===== src/rtl/booth_row_drain.sv =====
// booth_row_drain
//
// Drains one systolic row of Booth PEs. Finished signed partial-product words
// are pulled from the rightmost PE with a registered read request, buffered in
// a small circular FIFO tagged with their column index and a last flag, and
// re-emitted as a valid/ready stream. A signed running sum of the accepted
// words is kept per row, and a row whose PE stops answering is cut short with
// a sticky timeout error after which the already-buffered words are flushed.
//
// Ports
//   clk                        clock, rising edge
//   reset_n                    asynchronous active-low reset
//   start                      one-cycle pulse, begins a row (only from IDLE)
//   PE_left_read_req           registered read request toward the PE
//   PE_left_read_ready         PE holds a valid word
//   left_final_partialmul_out  signed word from the PE
//   out_data/out_index/out_last  FIFO head word, its column, final-word flag
//   out_valid / out_ready      output stream handshake
//   row_sum                    signed sum of words accepted this (or last) row
//   row_done                   one-cycle pulse once the row is fully emitted
//   busy                       controller not idle
//   timeout_err                sticky until the next start or reset
//
// state  | meaning
// -------+----------------------------------------------------------------
// IDLE   | waiting for start; row_sum holds the previous row's result
// DRAIN  | requesting words from the PE until the row is in or it stalls
// FLUSH  | no more requests; emitting what is still buffered
// DONE   | single cycle, row_done asserted, then back to IDLE

module booth_row_drain #(
   parameter int MATRIX_SIZE  = 3,
   parameter int INPUT_WIDTH  = 8,
   parameter int OUTPUT_WIDTH = 9,
   parameter int FIFO_DEPTH   = 4,
   parameter int TIMEOUT      = 64,
   localparam int IDX_W = (MATRIX_SIZE > 1) ? $clog2(MATRIX_SIZE) : 1,
   localparam int SUM_W = OUTPUT_WIDTH + $clog2(MATRIX_SIZE)
) (
   input  logic                           clk,
   input  logic                           reset_n,
   input  logic                           start,
   output logic                           PE_left_read_req,
   input  logic                           PE_left_read_ready,
   input  logic signed [OUTPUT_WIDTH-1:0] left_final_partialmul_out,
   output logic signed [OUTPUT_WIDTH-1:0] out_data,
   output logic        [IDX_W-1:0]        out_index,
   output logic                           out_last,
   output logic                           out_valid,
   input  logic                           out_ready,
   output logic signed [SUM_W-1:0]        row_sum,
   output logic                           row_done,
   output logic                           busy,
   output logic                           timeout_err
);

   localparam int CNT_W = $clog2(MATRIX_SIZE + 1);
   localparam int PTR_W = $clog2(FIFO_DEPTH);
   localparam int OCC_W = $clog2(FIFO_DEPTH + 1);
   localparam int STL_W = $clog2(TIMEOUT + 1);

   localparam logic [CNT_W-1:0] ROW_LEN   = CNT_W'(MATRIX_SIZE);
   localparam logic [CNT_W-1:0] ROW_LAST  = CNT_W'(MATRIX_SIZE - 1);
   localparam logic [OCC_W-1:0] FIFO_FULL = OCC_W'(FIFO_DEPTH);
   localparam logic [STL_W-1:0] STALL_MAX = STL_W'(TIMEOUT);

   // Widest result the PE row can produce for the chosen operand width.
   localparam int PE_OUT_W = $clog2(MATRIX_SIZE * (2 ** INPUT_WIDTH)) - 1;

   generate
      if ((OUTPUT_WIDTH < PE_OUT_W) || (FIFO_DEPTH < 2) ||
          ((FIFO_DEPTH & (FIFO_DEPTH - 1)) != 0)) begin : g_param_chk
         $error("booth_row_drain: OUTPUT_WIDTH too narrow or FIFO_DEPTH not a power of two >= 2");
      end
   endgenerate

   typedef enum logic [1:0] {
      S_IDLE  = 2'd0,
      S_DRAIN = 2'd1,
      S_FLUSH = 2'd2,
      S_DONE  = 2'd3
   } state_t;

   state_t                    state_q, state_d;
   logic [CNT_W-1:0]          rx_cnt_q, rx_cnt_d;
   logic [CNT_W-1:0]          tx_cnt_q, tx_cnt_d;
   logic [STL_W-1:0]          stall_q, stall_d;
   logic                      req_q, req_d;
   logic                      busy_q, busy_d;
   logic                      done_q, done_d;
   logic                      err_q, err_d;
   logic signed [SUM_W-1:0]   sum_q, sum_d;

   logic [PTR_W-1:0]          wr_ptr_q, wr_ptr_d;
   logic [PTR_W-1:0]          rd_ptr_q, rd_ptr_d;
   logic [OCC_W-1:0]          occ_q, occ_d;
   logic signed [OUTPUT_WIDTH-1:0] mem_data_q [FIFO_DEPTH];
   logic signed [OUTPUT_WIDTH-1:0] mem_data_d [FIFO_DEPTH];
   logic [IDX_W-1:0]          mem_idx_q [FIFO_DEPTH];
   logic [IDX_W-1:0]          mem_idx_d [FIFO_DEPTH];
   logic                      mem_last_q [FIFO_DEPTH];
   logic                      mem_last_d [FIFO_DEPTH];

   logic                      xfer;
   logic                      pop;
   logic                      timed_out;
   logic signed [SUM_W-1:0]   word_ext;

   always_comb begin
      xfer      = req_q && PE_left_read_ready;
      pop       = (occ_q != '0) && out_ready;
      word_ext  = SUM_W'(left_final_partialmul_out);

      state_d    = state_q;
      rx_cnt_d   = rx_cnt_q;
      tx_cnt_d   = tx_cnt_q;
      stall_d    = stall_q;
      err_d      = err_q;
      sum_d      = sum_q;
      wr_ptr_d   = wr_ptr_q;
      rd_ptr_d   = rd_ptr_q;
      occ_d      = occ_q;
      mem_data_d = mem_data_q;
      mem_idx_d  = mem_idx_q;
      mem_last_d = mem_last_q;

      // Pointers wrap naturally because the depth is a power of two.
      if (xfer) begin
         mem_data_d[wr_ptr_q] = left_final_partialmul_out;
         mem_idx_d[wr_ptr_q]  = IDX_W'(rx_cnt_q);
         mem_last_d[wr_ptr_q] = (rx_cnt_q == ROW_LAST);
         wr_ptr_d             = wr_ptr_q + 1'b1;
         rx_cnt_d             = rx_cnt_q + 1'b1;
         sum_d                = sum_q + word_ext;
         stall_d              = '0;
      end else if (req_q) begin
         stall_d = stall_q + 1'b1;
      end

      if (pop) begin
         rd_ptr_d = rd_ptr_q + 1'b1;
         tx_cnt_d = tx_cnt_q + 1'b1;
      end

      if (xfer && !pop) begin
         occ_d = occ_q + 1'b1;
      end else if (!xfer && pop) begin
         occ_d = occ_q - 1'b1;
      end

      timed_out = req_q && !xfer && (stall_d == STALL_MAX);

      case (state_q)
         S_IDLE: begin
            if (start) begin
               state_d  = S_DRAIN;
               rx_cnt_d = '0;
               tx_cnt_d = '0;
               stall_d  = '0;
               err_d    = 1'b0;
               sum_d    = '0;
            end
         end
         S_DRAIN: begin
            if (timed_out) begin
               err_d   = 1'b1;
               state_d = S_FLUSH;
            end else if (rx_cnt_q == ROW_LEN) begin
               state_d = S_FLUSH;
            end
         end
         S_FLUSH: begin
            // A timed-out row never reaches the full count, so only the
            // empty FIFO gates completion in that case.
            if ((occ_q == '0) && ((tx_cnt_q == ROW_LEN) || err_q)) begin
               state_d = S_DONE;
            end
         end
         S_DONE: begin
            state_d = S_IDLE;
         end
         default: begin
            state_d = S_IDLE;
         end
      endcase

      // The request is registered, so it is computed from next-cycle
      // occupancy; a pop this cycle therefore already frees a slot.
      req_d  = (state_d == S_DRAIN) && (rx_cnt_d < ROW_LEN) && (occ_d < FIFO_FULL);
      busy_d = (state_d != S_IDLE);
      done_d = (state_d == S_DONE);
   end

   always_ff @(posedge clk or negedge reset_n) begin
      if (!reset_n) begin
         state_q    <= S_IDLE;
         rx_cnt_q   <= '0;
         tx_cnt_q   <= '0;
         stall_q    <= '0;
         req_q      <= 1'b0;
         busy_q     <= 1'b0;
         done_q     <= 1'b0;
         err_q      <= 1'b0;
         sum_q      <= '0;
         wr_ptr_q   <= '0;
         rd_ptr_q   <= '0;
         occ_q      <= '0;
         mem_data_q <= '{default: '0};
         mem_idx_q  <= '{default: '0};
         mem_last_q <= '{default: 1'b0};
      end else begin
         state_q    <= state_d;
         rx_cnt_q   <= rx_cnt_d;
         tx_cnt_q   <= tx_cnt_d;
         stall_q    <= stall_d;
         req_q      <= req_d;
         busy_q     <= busy_d;
         done_q     <= done_d;
         err_q      <= err_d;
         sum_q      <= sum_d;
         wr_ptr_q   <= wr_ptr_d;
         rd_ptr_q   <= rd_ptr_d;
         occ_q      <= occ_d;
         mem_data_q <= mem_data_d;
         mem_idx_q  <= mem_idx_d;
         mem_last_q <= mem_last_d;
      end
   end

   // Head fields are forced to zero while empty so the stream is quiet.
   assign out_valid        = (occ_q != '0);
   assign out_data         = out_valid ? mem_data_q[rd_ptr_q] : '0;
   assign out_index        = out_valid ? mem_idx_q[rd_ptr_q]  : '0;
   assign out_last         = out_valid && mem_last_q[rd_ptr_q];
   assign PE_left_read_req = req_q;
   assign row_sum          = sum_q;
   assign row_done         = done_q;
   assign busy             = busy_q;
   assign timeout_err      = err_q;

endmodule


===== config.mk =====
export PLATFORM = sky130hd
export DESIGN_NAME = booth_row_drain
export DESIGN_NICKNAME = d
export VERILOG_FILES = /design/src/rtl/booth_row_drain.sv
export SDC_FILE = /design/constraint.sdc
export NUM_CORES = 1
export LEC_CHECK = 0
export ABC_AREA = 1
export ABC_CLOCK_PERIOD_IN_PS = 5000
export CORE_AREA = 10 10 96 98
export CTS_CLUSTER_DIAMETER = 200
export DETAILED_ROUTE_END_ITERATION = 8
export DIE_AREA = 0 0 106 108
export MAX_ROUTING_LAYER = met4
export PLACE_DENSITY = 0.84
export SETUP_SLACK_MARGIN = 0.05
export SYNTH_ARGS = -nofsm -noshare
export SYNTH_HDL_FRONTEND = slang
export SYNTH_SLANG_ARGS = --single-unit

===== constraint.sdc =====
create_clock -name clk -period 5 [get_ports clk]
set_input_delay 1 -clock clk [delete_from_list [all_inputs] [get_ports clk]]
set_output_delay 1 -clock clk [all_outputs]
set_load 0.005 [all_outputs]

==> impl_results.md <==
- Power per cell area: around 630 nW/um^2
- Fmax: 288 MHz
- Initial antenna violation count: 0
- DR DRC count: 0
- Share of cells above drive strength 1: under 10%
- Final Hold Fails: 0
- Final setup viols: 0
- Pwr Total: roughly 3200 uW
- Post-synth cell types: 40
- Clk pwr share: roughly 16%
- Setup CP Type: register to output pin
- R2r worst-path depth: 14
- First-pass GRT wire length: 17100 microns
- Switching share of power: between 40% and 50%
- Clk_lat worst skew: between 300 and 400 ps
- Max_slew headroom: between 30% and 40%
- 1st-iter DRT viols: ~200
- RSZ-0062 raised after global routing: false
- Synth-to-layout area growth: 13.9%
- Die Area: 11400 sq um
- Fin Setup TNS: 0 ps
- FILL cells: just over 600
- Hold Path Class: register to register
- Combinational fraction of design power: 46.8%
- Hpwl dp: 6880 microns
- Maximum clock insertion buffer count: 2
- Max Cap Viol: 0
- Die Wd: about 110 microns
- YS warnings: 0
- CTS tree: done
- Worst Setup Start Kind: register
- Hold Path Stages: 1
- Post-synthesis cell count: 534
- Worst Skew: about 7.7 ps
- Critical Path RT: roughly 4000 ps
- Wire length per cell: 14.8 microns
- Mean post-synth cell area: just over 8 sq um
- Cts hold-fix bufs: 0
- Worst setup startpoint: occ_q[0]
- CP Data Arrival Time: 2470 ps
- Placed Cells: 656
- Post-Syn Nets: 572
- ANT cells: 0
- Core area: about 7400 sq um
- Switching power total: roughly 1300 uW
- Tcrit/Tclk final: just under 70%
- Total Routing Usage GR: between 10% and 20%
- Gr ovfl total: 0
- Final net count: around 600
- H-tree depth: 3
- Slew @ Worst Pin: 1040 ps
- Number of routed nets with antenna violations: 0
- Reg power frac: between 30% and 40%
- Routed WL: a little under 10000 microns
- Starting Density: between 50% and 60%
- Largest net degree at the start of global routing: 84
- Clock-pin slew of the registers on the worst-case setup and hold paths: 80 ps
- Synthesized flop and latch total: between 80 and 90
- Vias/cell: 5.47
- Max VDD drop: 0.000293 V
- Share of the yosys chip area belonging to registers: a little under half
- Vias in the first global route: roughly 3600
- Port-buffer cells: 41
- Io pins: 42
- Int Pwr: about 1900 uW
- Die height: 108 microns
- Drt first pass iters: 5
- Routability cong.: slightly below 0.9
- Status: finished clean
- Via count: between 3000 and 4000
- CTS Sinks: 83
- Cts bufs inserted: 9
- Hold path startpoint: tx_cnt_q[0]
- Final min period: around 3500 ps
- Reg2reg start: occ_q[0]
- Row Count: 32
- Postcts setup bufs: 0
- CP max FO: 14
- CTS Root Cell: clkbuf_8
- Non-filler cells, final: about 670
- Synthesized cell area: between 4000 and 5000 sq um
- Leakage power: 0.00242 uW
- Resized Gates After CTS: 0
- Fin. max-slew vios: 0
- CP Capture Type: output pin
## kinds of logic after synthesis
logic type	after synthesis	synth area share (%)
AO/OA/AOI/OAI	133	16.1
buffers and inverters	70	7.04
adder cells (fa/ha/maj)	24	6.95
XOR/XNOR	7	1.38
AND/OR/NAND/NOR	217	21.7
flip-flops	83	46.9
## metrics by stage
| step | setup slack [ps] | instance area (sq um) | util [%] | hold WS (ps) |
|---|---|---|---|---|
| 4_1_cts | 1510 | 5040 | 67.7 | 479 |
| 3_3_place_gp | 1830 | 4840 | 65.0 | 457 |
| 5_1_grt | 1340 | 5040 | 67.7 | 492 |
| 3_5_place_dp | 1790 | 4840 | 65.0 | 467 |
| 6_report | 1530 | 5040 | 67.7 | 475 |
| 2_1_floorplan | 2530 | 4430 | - | 439 |
## power by group through the flow
stage / sequential, uW / combinational (uW) / clock (uW)
floorplan: 1110 / 1010 / 0
global placement: 1190 / 1430 / 0
detailed placement: 1200 / 1490 / 0
CTS: 1190 / 1500 / 505
global route: 1230 / 1700 / 531
finish: 1190 / 1490 / 499
## routing by layer
metal	track usage [%]	up-vias	routed length [microns]
met4	8.03	0	184
met2	29.2	90	4790
li1	-	1807	-
met5	-	-	0
met1	22.9	1756	4540
met3	3.03	20	432
## sequential cells by signal, indices dropped and copies added, names as in the netlist
| signal | cells |
|---|---|
| rx_cnt_q | 2 |
| PE_left_read_req | 1 |
| state_q | 2 |
| mem_idx_q | 8 |
| rd_ptr_q | 2 |
| tx_cnt_q | 2 |
| occ_q | 3 |
| mem_last_q | 4 |
| mem_data_q | 36 |
| wr_ptr_q | 2 |
| row_done | 1 |
| timeout_err | 1 |
| row_sum | 11 |
| stall_q | 7 |
| busy | 1 |
## cells in the final DEF, fill, tap and decap left out, types with 7 or more instances in the layout
cell type / instances
a21oi_1: 25
clkbuf_8: 10
clkdlybuf4s50_1: 40
dfrtp_1: 83
ha_1: 23
inv_1: 45
nand2_1: 89
nand3_1: 14
nor2_1: 82
nor3_1: 7
o21ai_0: 43
o21ai_1: 50
## Yosys cell counts
cell type / number / area share [%]
nand2_1: 89 / 7.5
dfrtp_1: 83 / 47
nor2_1: 82 / 7.0
o21ai_1: 50 / 5.7
inv_1: 45 / 3.8
o21ai_0: 43 / 4.9
a21oi_1: 25 / 2.8
ha_1: 23 / 6.5
nand3_1: 14 / 1.6
buf_2: 12 / 1.4
nor3_1: 7 / 0.79
clkbuf_1: 6 / 0.51
xor2_1: 6 / 1.2
nand2_2: 4 / 0.57
nand2_4: 4 / 1.0
nand4_1: 4 / 0.57
o211ai_1: 4 / 0.68
inv_2: 3 / 0.25
nand3_2: 3 / 0.68
a21oi_2: 2 / 0.40
a22oi_1: 2 / 0.34
buf_6: 2 / 0.51
nor2_2: 2 / 0.28
nor2_4: 2 / 0.51
or2_2: 2 / 0.28
a21o_1: 1 / 0.17
a31oi_1: 1 / 0.14
and2_1: 1 / 0.14
buf_12: 1 / 0.45
fa_1: 1 / 0.45
inv_4: 1 / 0.14
nand3b_1: 1 / 0.17
nor2_8: 1 / 0.45
o2111ai_1: 1 / 0.20
o21ai_2: 1 / 0.20
o21bai_1: 1 / 0.17
o21bai_2: 1 / 0.25
o31ai_1: 1 / 0.17
or2_0: 1 / 0.14
xnor2_1: 1 / 0.20
## worst max-delay path, cell delays in order (launching register included)
cell	delay [ps]
dfrtp_1	410
inv_1	120
ha_1	150
inv_1	30
nor2_1	750
a21oi_1	150
clkdlybuf4s50_1	500
## path summary, 6_finish.rpt
kind	end	slack [ps]
setup / recovery	out_data[2]	1530
hold / removal	tx_cnt_q[0]	470
setup reg to reg	PE_left_read_req	2210
hold reg to reg	tx_cnt_q[0]	470
max in group asynchronous	mem_idx_q[0]	3510
min in group asynchronous	mem_last_q[2]	810
## cell type report
| cell class | count | area, sq um | share of cell area [%] |
|---|---|---|---|
| clock buffers | 11 | 141 | 2.80 |
| repair buffers | 41 | 408 | 8.09 |
| multi-input cells | 381 | 2040 | 40.4 |
| well taps | 102 | 128 | 2.53 |
| clock inverters | 5 | 62.6 | 1.24 |
| flip-flops and latches | 83 | 2080 | 41.2 |
| inverters | 49 | 186 | 3.70 |
(Power assumes the default switching activity.)
